--- config.mk ---
export PLATFORM = sky130hd
export DESIGN_NAME = dmem_dump_arbiter
export DESIGN_NICKNAME = d
export VERILOG_FILES = /design/src/rtl/dmem_dump_arbiter.sv
export SDC_FILE = /design/constraint.sdc
export NUM_CORES = 1
export LEC_CHECK = 0
export ABC_AREA = 0
export BUFFER_PORTS_ARGS = -buffer_cell sky130_fd_sc_hd__buf_4
export CORE_AREA = 2 2 203 205
export CTS_CLUSTER_SIZE = 25
export DETAILED_ROUTE_END_ITERATION = 8
export DIE_AREA = 0 0 205 207
export PLACE_DENSITY = 0.37
export SLEW_MARGIN = 20
export SYNTH_ARGS = -nofsm -noshare
export SYNTH_HDL_FRONTEND = slang
export SYNTH_SLANG_ARGS = --single-unit
export TNS_END_PERCENT = 1
--- constraint.sdc ---
create_clock -name clk -period 1.9 [get_ports clk]
set_clock_uncertainty 0.2 [all_clocks]
set_input_delay 0.57 -clock clk [delete_from_list [all_inputs] [get_ports clk]]
set_output_delay 0.57 -clock clk [all_outputs]
set_load 0.01 [all_outputs]
--- src/rtl/dmem_dump_arbiter.sv ---
// dmem_dump_arbiter
// -----------------
// Shares the single data-memory port between the pipeline MEM stage and a
// memory-dump sequencer. On a rising edge of dump_req (seen while idle) the
// pipeline is frozen. There is one drain cycle, and then every data-memory
// word is read in address order. Each word is streamed out as a registered
// dump beat. After the scan the memory port goes back to the CPU.
//
// Ports:
//   clk, reset            rising-edge clock, asynchronous active-low reset
//   dump_req              dump request (level, acted on at its rising edge)
//   cpu_memRead/Write,
//   cpu_addr/writeData    pipeline MEM-stage access
//   cpu_readData          load data back to the pipeline (pass-through)
//   stall                 freezes PC and pipeline registers
//   mem_*                 connection to the dmem instance
//   dump_valid/addr/data  registered dump beat
//   dump_done             one-cycle pulse on the cycle of the last beat
//   busy                  high whenever the sequencer is not idle
module dmem_dump_arbiter #(
  parameter int N     = 64,
  parameter int DEPTH = 64,
  parameter int IDXW  = 6
) (
  input  logic         clk,
  input  logic         reset,
  input  logic         dump_req,
  input  logic         cpu_memRead,
  input  logic         cpu_memWrite,
  input  logic [N-1:0] cpu_addr,
  input  logic [N-1:0] cpu_writeData,
  output logic [N-1:0] cpu_readData,
  output logic         stall,
  output logic         mem_readEnable,
  output logic         mem_writeEnable,
  output logic [N-1:0] mem_addr,
  output logic [N-1:0] mem_writeData,
  input  logic [N-1:0] mem_readData,
  output logic         dump_valid,
  output logic [N-1:0] dump_addr,
  output logic [N-1:0] dump_data,
  output logic         dump_done,
  output logic         busy
);

  typedef enum logic [1:0] {IDLE, DRAIN, SCAN, DONE} state_t;

  state_t          state;
  logic [IDXW-1:0] idx;
  logic            req_q;
  logic            start;
  logic            last_word;
  logic [N-1:0]    scan_addr;

  assign start     = dump_req & ~req_q;
  assign last_word = (idx == IDXW'(DEPTH - 1));
  assign scan_addr = {{(N-IDXW-3){1'b0}}, idx, 3'b000};

  assign cpu_readData = mem_readData;

  // The memory port mux is decoded straight from the state register. That
  // way the CPU write enable reaches dmem in the same cycle, and once the
  // sequencer leaves IDLE it is forced low with no added delay.
  always_comb begin
    mem_readEnable  = 1'b0;
    mem_writeEnable = 1'b0;
    mem_addr        = '0;
    mem_writeData   = '0;
    case (state)
      IDLE: begin
        mem_readEnable  = cpu_memRead;
        mem_writeEnable = cpu_memWrite;
        mem_addr        = cpu_addr;
        mem_writeData   = cpu_writeData;
      end
      SCAN: begin
        mem_readEnable = 1'b1;
        mem_addr       = scan_addr;
      end
      default: ;
    endcase
  end

  // Sequencer FSM. stall, busy and dump_done are registered here so they
  // change only at clock edges (or at reset). The CPU access in the cycle a
  // start is seen still goes through, because the state is still IDLE.
  // A request edge arriving outside IDLE is dropped. req_q keeps tracking
  // dump_req, so a held request cannot start a second scan.
  always_ff @(posedge clk or negedge reset) begin
    if (!reset) begin
      state      <= IDLE;
      idx        <= '0;
      req_q      <= 1'b0;
      stall      <= 1'b0;
      busy       <= 1'b0;
      dump_valid <= 1'b0;
      dump_done  <= 1'b0;
      dump_addr  <= '0;
      dump_data  <= '0;
    end else begin
      req_q      <= dump_req;
      dump_valid <= 1'b0;
      dump_done  <= 1'b0;
      case (state)
        IDLE: begin
          if (start) begin
            state <= DRAIN;
            stall <= 1'b1;
            busy  <= 1'b1;
          end
        end
        DRAIN: begin
          state <= SCAN;
          idx   <= '0;
        end
        SCAN: begin
          dump_valid <= 1'b1;
          dump_addr  <= scan_addr;
          dump_data  <= mem_readData;
          // The final beat and dump_done appear together in the DONE cycle.
          if (last_word) begin
            state     <= DONE;
            dump_done <= 1'b1;
          end else begin
            idx <= idx + 1'b1;
          end
        end
        DONE: begin
          state <= IDLE;
          idx   <= '0;
          stall <= 1'b0;
          busy  <= 1'b0;
        end
        default: begin
          state <= IDLE;
          stall <= 1'b0;
          busy  <= 1'b0;
        end
      endcase
    end
  end

endmodule

* Word-level counts from Yosys, hierarchy flattened
Index checks and enable logic that the tools add are counted.
** Storage, ports and cells
- Input port bits :: 197
- Bits in registers :: 82
- Output and inout bits :: 326
** Operators by class
- Bitwise gates (word level) :: 2
- Mux-type cells :: 14
- Reductions and logical operators :: 7
- $add $sub $neg :: 1
- Equality and inequality tests :: 7
** Operators by type and width (count)
- 64-bit one-hot mux with 2 select lines :: 1
- 64-bit 2-to-1 mux :: 1
- 6-bit one-hot mux with 2 select lines :: 1
- 2-bit one-hot mux with 4 select lines :: 1
- 6-bit by 1-bit adder with 6-bit output, second input constant :: 1
- 6-bit equality test, second input constant :: 1
- 6-bit 2-to-1 mux :: 1
- 2-bit inequality test, second input constant :: 3
- 2-bit AND reduction :: 3
- 1-bit 2-to-1 mux :: 5
- 2-bit equality test, second input constant :: 2
- 2-bit 2-to-1 mux :: 2
- 1-bit one-hot mux with 2 select lines :: 2
- 2-bit nonzero test :: 2
- 2-bit by 1-bit equality test with 1-bit output, second input constant :: 1
- 2-bit logical NOT :: 1
- 2-bit OR reduction :: 1
- 1-bit bitwise AND :: 1
- 1-bit inverter :: 1

* Depth between registers and ports, before layout
- Word-level depth :: 4
- Gate-level depth with buffers :: 8
- Gate-level depth less buffers :: 5

* Worst setup path before layout
No wires, ideal clock.
- Path kind :: register to output
- Start :: register state[0]
- End :: output port mem_addr[46]
- Cell stages (with the launch flop) :: 6
- Path buffers :: 2
- Path slack :: -0.258 ns
- Arrival :: 1.388 ns
- Cells stage by stage :: dfrtp_1 -> inv_1 -> ha_1 -> buf_2 -> clkbuf_1 -> and2_1
** On the way
- Cells in the longest elaborated chain, start to end :: 2
- Elaborated cells on any way between the ends :: 3
- Classes of those cells :: eq/ne: 1; mux: 1; reduce/logical: 1
** Ends and longest elaborated chain
- from (decl) :: RTL line 48 : state_t state;
- from (signal assigned) :: RTL line 91 : state <= IDLE;
- from (signal assigned) :: RTL line 107 : state <= DRAIN;
- from (signal assigned) :: RTL line 113 : state <= SCAN;
- 2-bit equality test / 2-bit logical NOT (equally long branches) :: RTL line 69 : case (state)
- 64-bit one-hot mux with 2 select lines * :: RTL line 69
- to (decl) :: RTL line 36 : output logic [N-1:0] mem_addr,
Every way passes the cells marked *; elsewhere a longest branch is shown, timed or not.

* Final worst setup path
- Start :: register state[1]
- End :: output port mem_addr[8]
Same word-level chain as after synthesis.

==> summary.md <==
| Metric | Value |
|---|---|
| Outcome | complete, but fails checks |
| Failing checks | negative setup slack |
| Clk root buf | clkbuf_16 |
| Critical path peak fanout | 7 |
| Vias in the first global route | 4964 |
| Yosys warns | 0 |
| Clk Latency, worst-skew pair | 340 ps |
| Initial drt markers | 96 |
| Most common cell in the netlist | buf_4 |
| CP arrival | 1640 ps |
| Post-Syn Area | 5090 um^2 |
| Crit. End Element | primary output |
| Area of the multi-input gates | 2270 um^2 |
| Max-cap violations | 0 |
| Syn Area/Cell | 10.7 um^2 |
| # rows | 74 |
| DRC | 0 |
| Post-route worst setup slack | -512 ps |
| Total track usage | 0.122 |
| Sequential cell area | 2050 um^2 |
| Number of enable flip-flop cells after synthesis | 0 |
| Largest net degree at the start of global routing | 59 |
| PD cells | 482 nW/um^2 |
| Post-layout util | 0.229 |
| Sequential share of the synthesized area | 0.403 |
| Grt ovf | 0 |
| Final Max Tran Viols | 0 |
| Antenna cells | 0 |
| Int Pwr | 3340 uW |
| Inserted Clock Buffers | 9 |
| Sink Count | 82 |
| Setup slack, reg-to-reg | -40 ps |
| Vias | 4799 |
| Drt first pass iters | 4 |
| # port buffers | 464 |
| Core ar. | 40400 um^2 |
| RSZ-0062 raised after global routing | yes |
| Largest vdd supply drop | 0.400 mV |
| Post-synth ARST share | 1.00 |
| ANT nets after route | 0 |
| Placed cells | 1411 |
| FMAX | 415 MHz |
| Die Width | 205 um |
| Reg clk slew, reported paths | 60 ps |
| Routed WL | 26800 um |
| Fin crit share | 1.27 |
| Initial antenna violation count | 6 |
| Post-synthesis instance total | 477 |
| Die area | 42400 um^2 |
| IO Pins | 523 |
| Die Height | 207 um |
| Ys flop type | dfrtp_1 |
| Commonest cells in the netlist | buf_4, and2_1, dfrtp_1 |
| Critical Path End | mem_addr[8] |
| Worst setup path class | flop to primary output |
| Clock share of power | 0.398 |
| Seq cells post-synth | 82 |
| Dpl cell area | 8700 um^2 |
| CTS tree | yes |
| Final hold vios | 0 |
| Fillers | 4417 |
| First-pass GRT wire length | 37000 um |
| Longest Clk Path Bufs | 2 |
| Logic gate share of total power | 0.186 |
| LEAKAGE | 0.00471 uW |
| Net Switching | 1110 uW |
| R2r endpoint | idx[0] |
| Area Overhead vs Synth | 81.5% |
| Final instance area | 9240 um^2 |
| Layout Nets | 1102 |
| Reg-to-reg startpoint | state[1] |
| Synth cell types | 37 |
| Required @ worst endpoint | 1130 ps |
| Worst min-delay path class | input pin to flop |
| Layout Cells excl Fill | 1434 |
| Drt wl/cell | 18.7 um |
| Post-DP HPWL | 22500 um |
| Share of cells above drive strength 1 | 0.678 |
| Final min period | 2410 ps |
| Top cells by area, synth | dfrtp_1, buf_4, mux2_2 |
| Htree depth | 3 |
| Starting Density | 0.126 |
| Critical path launch point | state[1] |
| Synth area leader | dfrtp_1 |
| R2R cell count | 6 |
| Top cell type's share of synthesized area | 0.403 |
| Switch share | 0.250 |
| Final hold slack | 145 ps |
| Vias per cell | 3.35 |
| GPL Wtd Cong | 0.768 |
| Sequential share of power | 0.416 |
| Crit start category | flop |
| Final setup viols | 132 |
-- placed cells by master (no fill, tap or decap), types with 2 or more instances in the layout --
| cell | n |
|---|---|
| nand2_1 | 2 |
| buf_4 | 473 |
| o21a_1 | 2 |
| and2_4 | 17 |
| mux2_2 | 71 |
| clkbuf_16 | 9 |
| clkinv_2 | 2 |
| inv_2 | 2 |
| conb_1 | 58 |
| dfrtp_1 | 81 |
| ha_4 | 2 |
| buf_12 | 7 |
| nand3_1 | 3 |
| inv_1 | 2 |
| buf_16 | 2 |
| ha_1 | 5 |
| o21ai_1 | 2 |
| a22o_1 | 6 |
| mux2i_1 | 2 |
| clkbuf_1 | 2 |
| and2_1 | 106 |
| nor2_1 | 4 |
| o2bb2ai_1 | 2 |
| buf_6 | 16 |
-- through the flow --
stage,total power [uW],setup TNS (ps),worst slack (ps)
floorplan,2260,-10930,-166
finish,4450,-59260,-512
CTS,4590,-65910,-560
detailed placement,2730,-20200,-294
global placement,2740,-19480,-299
global route,4690,-72280,-608
-- critical path, stage by stage (launching register included) --
cell     delay (ps)
dfrtp_2         380
inv_2            60
ha_4            200
buf_4           150
buf_4           150
a22o_1          210
buf_4           140
-- how the worst min path moves through the flow --
stage,from,cells past startpoint,end
floorplan,reset,0,busy
global placement,dump_data[4],1,dump_data[4]
detailed placement,dump_data[32],1,dump_data[32]
CTS,dump_req,1,req_q
global route,dump_req,1,req_q
finish,dump_req,1,req_q
-- routing by layer --
metal,up-vias,share of wire,GRT usage
met5,-,0.0029,0
met4,12,0.0096,0.0275
met3,28,0.098,0.0431
li1,2207,-,-
met1,2263,0.39,0.137
met2,289,0.50,0.218
-- power by group through the flow --
stage,Combinational [uW],Clock [uW],Sequential [uW]
floorplan,339,0,1920
global placement,854,0,1880
detailed placement,846,0,1890
CTS,850,1890,1860
global route,899,1930,1860
finish,828,1770,1850
-- flip-flops by register name, summed over array words and instances, names as in the netlist --
name        cells
busy            1
dump_addr       6
dump_data      64
dump_done       1
dump_valid      1
idx             6
req_q           1
state           2
-- cell families (layout without fill, tap and decap cells) --
logic type | count (synthesis) | count (layout) | synth area share
muxes | 74 | 74 | 0.163
other | 1 | 58 | 0.000737
buffers and inverters | 151 | 519 | 0.208
DFF | 82 | 82 | 0.403
and+or+nand+nor | 142 | 142 | 0.175
AOI/OAI and AO/OA | 19 | 19 | 0.0312
xor gates and xnor gates | 1 | 1 | 0.00172
adders and majority gates | 7 | 7 | 0.0172
-- cell type report --
cell class	instances	share of cell area
clock buffer	12	0.0267
clock inverter	3	0.00433
inverter	4	0.00163
multi-input combinational	301	0.245
sequential	82	0.222
tap	532	0.0720
timing repair buffer	500	0.428
-- what timing repair did --
| item | CTS | global route |
|---|---|---|
| pin swaps | 2 | 3 |
| setup buffers | 5 | 0 |
| hold buffers | 1 | 0 |
| hold endpoints to repair | 16 | 0 |
| gates cloned | 2 | 0 |
| endpoints found under the setup margin | 159 | 202 |
| gates resized for setup | 24 | 23 |
Note: power is estimated with default switching activity, not from simulation.
